$ cat src/rtl/uart_program_loader.sv
// UART program loader: receives a length-prefixed program image over 8N1 serial
// and writes it word by word into instruction RAM while holding the CPU in reset.
module uart_program_loader #(
  parameter int CLKS_PER_BIT = 434,
  parameter int ADDR_W       = 12,
  parameter int MAX_WORDS    = 4096
) (
  input  logic              clk,
  input  logic              rst,
  input  logic              uart_rx,
  output logic              mem_we,
  output logic [ADDR_W-1:0] mem_addr,
  output logic [31:0]       mem_wdata,
  output logic              cpu_hold,
  output logic              done,
  output logic              error,
  output logic [ADDR_W:0]   words_loaded
);

  localparam int CNT_W = $clog2(CLKS_PER_BIT);
  localparam logic [CNT_W-1:0]  HALF_BIT = CNT_W'(CLKS_PER_BIT / 2);
  localparam logic [CNT_W-1:0]  FULL_BIT = CNT_W'(CLKS_PER_BIT - 1);
  localparam logic [16:0]       MAX_N    = 17'(MAX_WORDS);
  localparam logic [ADDR_W:0]   ONE_W    = (ADDR_W+1)'(1);
  localparam logic [ADDR_W-1:0] ONE_A    = ADDR_W'(1);

  typedef enum logic [1:0] {RX_IDLE, RX_START, RX_DATA, RX_STOP} rx_state_t;
  typedef enum logic [2:0] {L_IDLE, L_LEN1, L_WORD, L_DONE, L_ERR} ld_state_t;

  logic             rx_meta, rx_sync;
  rx_state_t        rx_state;
  logic [CNT_W-1:0] clk_cnt;
  logic [2:0]       bit_cnt;
  logic [7:0]       rx_shift;
  logic             byte_valid, framing_err;

  ld_state_t        ld_state;
  logic [7:0]       n_lo;
  logic [ADDR_W:0]  n_count;
  logic [ADDR_W-1:0] addr;
  logic [1:0]       byte_idx;
  logic [31:0]      word;
  logic [15:0]      len_full;
  logic [31:0]      word_next;

  assign len_full  = {rx_shift, n_lo};
  assign word_next = {rx_shift, word[31:8]};

  always_ff @(posedge clk) begin
    if (rst) begin
      rx_meta <= 1'b1;
      rx_sync <= 1'b1;
    end else begin
      rx_meta <= uart_rx;
      rx_sync <= rx_meta;
    end
  end

  // Start bit is re-checked at mid-bit so short low glitches are rejected;
  // every later sample is one full bit period after the previous one.
  always_ff @(posedge clk) begin
    if (rst) begin
      rx_state    <= RX_IDLE;
      clk_cnt     <= '0;
      bit_cnt     <= '0;
      rx_shift    <= '0;
      byte_valid  <= 1'b0;
      framing_err <= 1'b0;
    end else begin
      byte_valid  <= 1'b0;
      framing_err <= 1'b0;
      case (rx_state)
        RX_IDLE: begin
          clk_cnt <= '0;
          bit_cnt <= '0;
          if (!rx_sync) rx_state <= RX_START;
        end
        RX_START: begin
          if (clk_cnt == HALF_BIT) begin
            clk_cnt  <= '0;
            rx_state <= rx_sync ? RX_IDLE : RX_DATA;
          end else begin
            clk_cnt <= clk_cnt + 1'b1;
          end
        end
        RX_DATA: begin
          if (clk_cnt == FULL_BIT) begin
            clk_cnt  <= '0;
            rx_shift <= {rx_sync, rx_shift[7:1]};
            bit_cnt  <= bit_cnt + 3'd1;
            if (bit_cnt == 3'd7) rx_state <= RX_STOP;
          end else begin
            clk_cnt <= clk_cnt + 1'b1;
          end
        end
        RX_STOP: begin
          if (clk_cnt == FULL_BIT) begin
            clk_cnt <= '0;
            if (rx_sync) byte_valid  <= 1'b1;
            else         framing_err <= 1'b1;
            rx_state <= RX_IDLE;
          end else begin
            clk_cnt <= clk_cnt + 1'b1;
          end
        end
        default: rx_state <= RX_IDLE;
      endcase
    end
  end

  // Loader: 16-bit little-endian word count, then little-endian 32-bit words.
  always_ff @(posedge clk) begin
    if (rst) begin
      ld_state     <= L_IDLE;
      mem_we       <= 1'b0;
      mem_addr     <= '0;
      mem_wdata    <= '0;
      cpu_hold     <= 1'b0;
      done         <= 1'b0;
      error        <= 1'b0;
      words_loaded <= '0;
      n_lo         <= '0;
      n_count      <= '0;
      addr         <= '0;
      byte_idx     <= '0;
      word         <= '0;
    end else begin
      mem_we <= 1'b0;
      done   <= 1'b0;
      case (ld_state)
        L_IDLE: begin
          if (byte_valid) begin
            n_lo         <= rx_shift;
            cpu_hold     <= 1'b1;
            words_loaded <= '0;
            ld_state     <= L_LEN1;
          end
        end
        L_LEN1: begin
          if (framing_err) begin
            error    <= 1'b1;
            ld_state <= L_ERR;
          end else if (byte_valid) begin
            if (len_full == 16'd0) begin
              done     <= 1'b1;
              cpu_hold <= 1'b0;
              ld_state <= L_IDLE;
            end else if ({1'b0, len_full} > MAX_N) begin
              error    <= 1'b1;
              ld_state <= L_ERR;
            end else begin
              n_count  <= len_full[ADDR_W:0];
              addr     <= '0;
              byte_idx <= '0;
              ld_state <= L_WORD;
            end
          end
        end
        L_WORD: begin
          if (framing_err) begin
            error    <= 1'b1;
            ld_state <= L_ERR;
          end else if (byte_valid) begin
            word     <= word_next;
            byte_idx <= byte_idx + 2'd1;
            if (byte_idx == 2'd3) begin
              mem_we       <= 1'b1;
              mem_addr     <= addr;
              mem_wdata    <= word_next;
              addr         <= addr + ONE_A;
              words_loaded <= words_loaded + ONE_W;
              if (words_loaded + ONE_W == n_count) ld_state <= L_DONE;
            end
          end
        end
        L_DONE: begin
          done     <= 1'b1;
          cpu_hold <= 1'b0;
          ld_state <= L_IDLE;
        end
        L_ERR: begin
          error    <= 1'b1;
          cpu_hold <= 1'b1;
        end
        default: ld_state <= L_IDLE;
      endcase
    end
  end

endmodule
$ cat config.mk
export PLATFORM = sky130hd
export DESIGN_NAME = uart_program_loader
export DESIGN_NICKNAME = d
export VERILOG_FILES = /design/src/rtl/uart_program_loader.sv
export SDC_FILE = /design/constraint.sdc
export NUM_CORES = 1
export LEC_CHECK = 0
export CORE_UTILIZATION = 46
export CTS_CLUSTER_DIAMETER = 50
export DETAILED_ROUTE_END_ITERATION = 8
export HOLD_SLACK_MARGIN = 0.03
export PLACE_DENSITY = 0.67
export SYNTH_ARGS = -nofsm -noshare
export SYNTH_HDL_FRONTEND = slang
export SYNTH_SLANG_ARGS = --single-unit
$ cat constraint.sdc
create_clock -name clk -period 4.7 [get_ports clk]
set_input_delay 0.705 -clock clk [delete_from_list [all_inputs] [get_ports clk]]
set_output_delay 0.705 -clock clk [all_outputs]
set_load 0.005 [all_outputs]
Word-level counts from Yosys, hierarchy flattened
Cells that the tools add are included.

Register bits after elaboration: 157. Latch bits: 0. Memory bits (writable): 0. Memory bits (read-only): 0. Bits of input ports: 3. Logic and storage cells: 152. Memories kept: 0.

$add $sub $neg: 5. $mul: 0. Div/mod/pow operators: 0. $lt $le $gt $ge: 1. Equal/unequal tests: 33. Shifts and indexed selects: 0. Mux-type cells: 60. Bitwise logic cells: 8. Reductions and logical operators: 24.

Operator list (count): 2-to-1 mux 12 bit (7); 2-to-1 mux 13 bit (4); 2-to-1 mux 3 bit (10); inequality test 2 bit (second input constant) (15); one-hot mux 9 bit (3 select lines) (1); one-hot mux 13 bit (2 select lines) (1); AND reduction 5 bit (5); 2-to-1 mux 2 bit (12); one-hot mux 12 bit (2 select lines) (1); 2-to-1 mux 9 bit (2); inequality test 3 bit (second input constant) (6); > comparator 16 x 13 -> 1 bit (second input constant) (1); zero test 16 bit (1); 2-to-1 mux 1 bit (15); adder 13 x 1 -> 13 bit (second input constant) (1); == test 13 bit (1); adder 12 x 1 -> 12 bit (second input constant) (1); one-hot mux 3 bit (4 select lines) (1); adder 9 x 1 -> 9 bit (second input constant) (1); == test 9 x 8 -> 1 bit (second input constant) (1); == test 9 bit (second input constant) (1); NOT 1 bit (8); one-hot mux 2 bit (4 select lines) (1); AND reduction 8 bit (1); 25 further kinds (33).

Logic depth before layout (Yosys ltp)
Gate-level depths: netlist of the first run.

Word-level depth: 7. Mapped depth: 8. Mapped depth without buffers: 7.

Least setup slack after synthesis of the first run
No wires, ideal clock.

Path type: register to register. Start: register words_loaded[2]. End: register ld_state[0]. Library setup time: 0.084 ns. Arrival time: 2.161 ns. Required time: 4.616 ns. Setup slack: 2.455 ns. Cell stages (with the launch flop): 7. Period minus slack after synthesis: 2.245 ns. Path through: dfxtp_1 buf_2 nand3_4 or4_4 a2111o_1 or4_1 o31ai_2.

Word-level cells in the longest chain between the ends: 4.

Ends and longest elaborated chain: start, declared (RTL line 17) `output logic [ADDR_W:0] words_loaded`; start signal, assigned (RTL line 171) `words_loaded <= words_loaded + ONE_W;`; adder 13 x 1 -> 13 bit (RTL line 172) `if (words_loaded + ONE_W == n_count) ld_state <= L_DONE;`; == test 13 bit (RTL line 172); inequality test 3 bit (no line); AND reduction 6 bit (no line); end signal, assigned (RTL line 172); end signal, assigned (RTL line 179) `ld_state <= L_IDLE;`; end signal, assigned (RTL line 185) `default: ld_state <= L_IDLE;`; end, declared (RTL line 37) `ld_state_t ld_state;`.

Every way passes these cells. A chain may end at the register's enable or synchronous reset.

Worst setup path after layout of the first run
Start: register ld_state[0]. End: register addr[7].

Word-level cells in the longest chain between the ends: 3. Elaborated cells between the ends (all ways): 12.

Ends and longest elaborated chain: start signal, assigned (RTL line 114) `ld_state <= L_IDLE;`; start signal, assigned (RTL line 136) `ld_state <= L_LEN1;`; start signal, assigned (RTL line 142) `ld_state <= L_ERR;`; == test 3 x 1 -> 1 bit / == test 3 x 2 -> 1 bit (equally long branches) (RTL line 130) `case (ld_state)`; inequality test 2 bit (no line) / nonzero test 2 bit (equally long branches); AND reduction 8 bit (no line); end signal, assigned (RTL line 170) `addr <= addr + ONE_A;`; end, declared (RTL line 40) `logic [ADDR_W-1:0] addr;`.

Several ways; a longest one is shown, not always the timed one.

==> results of run 1 <==
cell usage after synthesis (4+ instances only):
master / instances / area share
o21ai_0: 22 / 0.017
o2111ai_1: 4 / 0.0055
or4_4: 4 / 0.0071
buf_2: 8 / 0.0063
nor3_1: 10 / 0.0079
nand3b_1: 5 / 0.0059
or4_1: 7 / 0.0083
mux2i_1: 17 / 0.027
and2_1: 4 / 0.0039
and3_1: 6 / 0.0059
inv_1: 5 / 0.0030
nor4bb_1: 4 / 0.0063
nor2_1: 44 / 0.026
clkbuf_1: 36 / 0.021
nand2b_1: 15 / 0.015
xor2_1: 10 / 0.014
nand3_1: 17 / 0.013
nand4_1: 4 / 0.0039
or3_1: 6 / 0.0059
dfxtp_1: 149 / 0.47
nand2_1: 210 / 0.12
xnor2_1: 14 / 0.019
a21oi_1: 117 / 0.092
ha_1: 7 / 0.014
critical path, delay by kind of cell (launching register included):
family / cells / cell delay, ns
AOI/OAI and AO/OA: 1 / 0.21
DFF: 1 / 0.52
muxes: 1 / 0.15
and+or+nand+nor: 3 / 1.82
placed cells by master (no fill, tap or decap), drive strengths merged, types with 10 or more instances in the layout:
cell type      count
a21oi            117
clkbuf            20
clkdlybuf4s50     62
dfxtp            149
mux2i             17
nand2            210
nand2b            15
nand3             19
nor2              44
nor3              10
o21ai             24
or4               11
xnor2             14
xor2              10
how the worst max path moves through the flow:
stage / from / cells after the start / end / slack [ns]
after global routing: ld_state[0]$_SDFFE_PP0P_ / 5 / addr[7]$_SDFFE_PP0P_ / 1.70
after detailed placement: ld_state[0]$_SDFFE_PP0P_ / 5 / addr[7]$_SDFFE_PP0P_ / 1.86
after floorplan: words_loaded[2]$_SDFFE_PP0P_ / 6 / ld_state[0]$_SDFFE_PP0P_ / 2.45
after global placement: ld_state[0]$_SDFFE_PP0P_ / 5 / addr[5]$_SDFFE_PP0P_ / 1.91
final: ld_state[0]$_SDFFE_PP0P_ / 5 / addr[7]$_SDFFE_PP0P_ / 1.86
after CTS: ld_state[0]$_SDFFE_PP0P_ / 5 / addr[7]$_SDFFE_PP0P_ / 1.86
per-stage QoR:
step	setup slack [ns]	hold WS, ns	power (mW)	util	cells
final	1.86	0.411	2.70	0.573	1010
after global routing	1.70	0.449	2.79	0.573	1010
after CTS	1.86	0.413	2.72	0.573	1010
after detailed placement	1.86	0.398	1.32	0.527	978
after global placement	1.91	0.393	1.32	0.527	978
after floorplan	2.45	0.389	1.32	-	782
registers in the layout, summed over array words and instances, names as in the netlist, 2 cells and up, named ones only:
signal and cells:
mem_wdata 32, word 24, n_count 13, words_loaded 13, addr 12, mem_addr 12
clk_cnt 9, n_lo 8, rx_shift 8, bit_cnt 3, ld_state 3, byte_idx 2
logic make-up after synthesis:
kind of cell	count (synthesis)	synth area share
AO/OA/AOI/OAI	173	0.155
flip-flops	149	0.471
AND/OR/NAND/NOR	359	0.266
adder cells (fa/ha/maj)	7	0.0138
XOR/XNOR	24	0.0332
buffers and inverters	52	0.0330
multiplexers	18	0.0286
routing by layer:
layer  vias up  part of all wire  global-route usage  wire [um]
li1       2751                 -                   -          -
met1      2517              0.48               0.277       6770
met2       127              0.46               0.325       6540
met3        25             0.043              0.0517        606
met4         0             0.022              0.0828        320
met5         -                 0                   0          0
power breakdown:
group / internal (mW) / switching, mW / leakage (nW)
Clock: 0.890 / 0.519 / 0.295
Sequential: 1.26 / 0.00130 / 1.20
Combinational: 0.00600 / 0.0222 / 1.05
final cells by class:
| class | instances | area, um^2 |
|---|---|---|
| fillers | 1246 | 5710 |
| clock buffers | 20 | 437 |
| multi-input cells | 581 | 3150 |
| repair buffers | 67 | 658 |
| inverters | 5 | 18.8 |
| flip-flops and latches | 149 | 2980 |
| well taps | 176 | 220 |
| clock inverters | 12 | 176 |
==> impl_metrics.toml, run 1 <==
[synthesis]
ys_warn_count = 0
synthArstFlopShare = 0
syn-mean-instance-area_um2 = 8.10
netlist_instances = 782
synth_area_um2 = 6330
synth_seq_cells = 149
ys_types = 59
yosysSeqAreaShare = 0.471
synthesis.nets = 792
synth-edff-count = 0
synth-main-ff-cell = "dfxtp_1"

[detailed_routing]
wl_per_cell_um = 14.1
drc = 0
drt-total-wl_um = 14200
via_per_inst = 5.37
drt_iter0_markers = 352
num_vias = 5420
drt_pass1_iterations = 5
postRouteAntennaNets = 0

[worst_setup_path]
path_cells = "or3b_2, nor4_1, and3_1, o2111ai_1, mux2i_1"
arrival_ns = 3.15
cp_max_fo = 22
reg2regPathDepth = 5
slowest_stage = "and3_1"
crit_path_end_kind = "flop"
rrSetupSlack_ns = 1.86
cp-start-kind = "flop"
crit_required_ns = 5.00
reg2reg_to = "addr[7]$_SDFFE_PP0P_"
critPathKind = "flop to flop"
crit-reg2reg-launch = "ld_state[0]$_SDFFE_PP0P_"
max_stage_delay_ns = 0.76

[sta]
finalMaxSlewViolations = 0
finClkSkew_ns = 0.00746
fmax_mhz = 352
max_slew_margin = 0.309
rsz0062_at_grt = "no"
tns_ns = 0
post-route-period-util = 0.605
setup_viol = 0
hold_viol = 0
worstMarginPinSlew_ns = 1.03
min_period_ns = 2.84

[power]
p_leak_nw = 2.55
ir_drop_uv = 237
power.density_nw_per_um2 = 354

[grt]
grt_overflow = 0
grt_pass1_vias = 5067
antenna_found_initial = 0
grt.total_usage = 0.209
grt_max_degree = 68
grt_pass1_wl_um = 23900

[placement]
io_buffer_count = 63
dpl-instance-area_um2 = 7030
dpl.hpwl_um = 9390
gp_congestion = 0.901

[clock_tree]
htree_levels = 4
clockRootBuffer = "clkbuf_16"
hold_buffers = 0
clockBufferDepth = 2
clk_pin_slew_worst_paths_ns = 0.06
post_cts_buffers = 0
numCtsBuffers = 17
insertion_delay_ns = 0.42
clock_sinks = 149
cts_tree = "built"
ctsResizeCount = 0

[die]
die_w_um = 119
io_pins = 64
core_um2 = 13300
core.rowCount = 42
start_util = 0.475
die_h_um = 119
dieArea_um2 = 14200

[finish]
layout-drive-gt1-share = 0.0635
final_area_um2 = 7640
diodes = 0
final_nets = 831
area_growth_pct = 20.6

[worst_hold_path]
hold_path_class = "flop to flop"
min_from = "rx_meta$_SDFF_PP1_"
hold-path-endpoint = "rx_sync$_SDFF_PP1_"
hold_depth = 1

[run_status]
status = "complete, no violations"

[job]
maxCapViolCount = 0
(Power assumes the default switching activity.)
==> inputs of run 2 (changes only) <==
Clock period 4.7 ns to 2.9 ns, I/O delays scaled along.
==> impl_metrics.toml, run 2 (synthesis gave the netlist of run 1 again) <==
[run_status]
status = "complete, no violations"

[clock_tree]
ctsResizeCount = 0
htree_levels = 4
insertion_delay_ns = 0.43
cts_tree = "built"
hold_buffers = 0
clockBufferDepth = 2
clock_sinks = 149
clk_pin_slew_worst_paths_ns = 0.06
numCtsBuffers = 17
clockRootBuffer = "clkbuf_16"
post_cts_buffers = 0

[power]
p_comb_frac = 0.010
power_switching_uw = 928
sw_frac_of_total = 0.208
p_clk_frac = 0.530
p_int_mw = 3.53
power.share.sequential = 0.460
ir_drop_uv = 364
power_mw = 4.46
p_leak_nw = 2.64
power.density_nw_per_um2 = 574

[finish]
max_flop_register = "mem_wdata"
diodes = 0
largest_reg_flops = 32
final_nets = 845
area_growth_pct = 22.7
most-common-layout-cells = "nand2_1 (210), dfxtp_1 (149), a21oi_1 (117), clkdlybuf4s50_1 (62), nor2_1 (44)"
final_common_cell = "nand2_1"
layout-drive-gt1-share = 0.0815
top_regs = "mem_wdata x32, word x24"
final_area_um2 = 7770
post-route-util = 0.582

[grt]
grt_overflow = 0
grt_max_degree = 68
grt_pass1_vias = 5195
grt_pass1_wl_um = 24700
antenna_found_initial = 0
grt.total_usage = 0.217

[worst_setup_path]
crit_required_ns = 3.25
arrival_ns = 2.91
cp_max_fo = 18
reg2reg_to = "byte_idx[0]$_SDFFE_PP0P_"
reg2regPathDepth = 5
cp-start-kind = "flop"
rrSetupSlack_ns = 0.34
critPathKind = "flop to flop"
crit-reg2reg-launch = "rx_shift[3]$_SDFFE_PP0P_"
crit_path_end_kind = "flop"

[worst_hold_path]
hold_path_class = "flop to flop"
hold_depth = 1
min_from = "rx_meta$_SDFF_PP1_"
hold-path-endpoint = "rx_sync$_SDFF_PP1_"

[die]
start_util = 0.475
die_w_um = 119
core.rowCount = 42
core_um2 = 13300
die_h_um = 119
io_pins = 64
dieArea_um2 = 14200

[detailed_routing]
drc = 0
drt_pass1_iterations = 4
num_vias = 5531
wl_per_cell_um = 14.5
postRouteAntennaNets = 0
drt-total-wl_um = 14800
drt_iter0_markers = 308
via_per_inst = 5.41

[sta]
finalMaxSlewViolations = 0
fmax_mhz = 390
worstMarginPinSlew_ns = 1.22
setup_viol = 0
hold_viol = 0
tns_ns = 0
finClkSkew_ns = 0.00729
rsz0062_at_grt = "no"
min_period_ns = 2.56
max_slew_margin = 0.177
post-route-period-util = 0.884

[placement]
gp_congestion = 0.851
dpl.hpwl_um = 10200
dpl-instance-area_um2 = 7130
io_buffer_count = 63

[job]
maxCapViolCount = 0
## run 2: worst max-delay path by stage
stage	from	endpoint	slack, ns
5_1_grt	ld_state[1]$_SDFFE_PP0P_	words_loaded[12]$_SDFFE_PP0P_	0.17
3_3_place_gp	rx_shift[3]$_SDFFE_PP0P_	byte_idx[0]$_SDFFE_PP0P_	0.45
3_5_place_dp	rx_shift[3]$_SDFFE_PP0P_	byte_idx[0]$_SDFFE_PP0P_	0.33
2_1_floorplan	words_loaded[2]$_SDFFE_PP0P_	ld_state[0]$_SDFFE_PP0P_	0.65
6_report	rx_shift[3]$_SDFFE_PP0P_	byte_idx[0]$_SDFFE_PP0P_	0.34
4_1_cts	rx_shift[3]$_SDFFE_PP0P_	byte_idx[0]$_SDFFE_PP0P_	0.32
## run 2: critical path, stage by stage (launching register included)
cell and delay [ns]:
dfxtp_1 0.37, or4_4 0.58, or4_4 0.54, a31oi_4 0.39
or4b_1 0.49, o21ai_1 0.11
## run 2: stage by stage
step | hold slack (ns) | worst slack [ns] | std cells
global route | 0.422 | 0.172 | 1023
detailed placement | 0.398 | 0.331 | 992
CTS | 0.411 | 0.320 | 1023
finish | 0.411 | 0.337 | 1023
global placement | 0.392 | 0.449 | 992
floorplan | 0.389 | 0.655 | 782
## run 2: layout make-up
| type | count | area [um^2] |
|---|---|---|
| fillers | 1208 | 5580 |
| multi-input cells | 581 | 3150 |
| flip-flops and latches | 149 | 2980 |
| repair buffers | 81 | 763 |
| clock buffers | 18 | 439 |
| well taps | 176 | 220 |
| clock inverters | 13 | 198 |
| inverters | 5 | 18.8 |
## run 2: power by group through the flow
stage	Clock, mW	Sequential, mW	Combinational, mW
6_report	2.36	2.05	0.0459
5_1_grt	2.49	2.05	0.0509
4_1_cts	2.40	2.05	0.0463
3_5_place_dp	0	2.10	0.0462
3_3_place_gp	0	2.10	0.0454
2_1_floorplan	0	2.10	0.0372
## run 2: routing by layer
layer	wire length [um]	GRT usage
met1	7010	0.281
met2	7130	0.354
met3	482	0.0378
met4	196	0.0945
met5	0	0
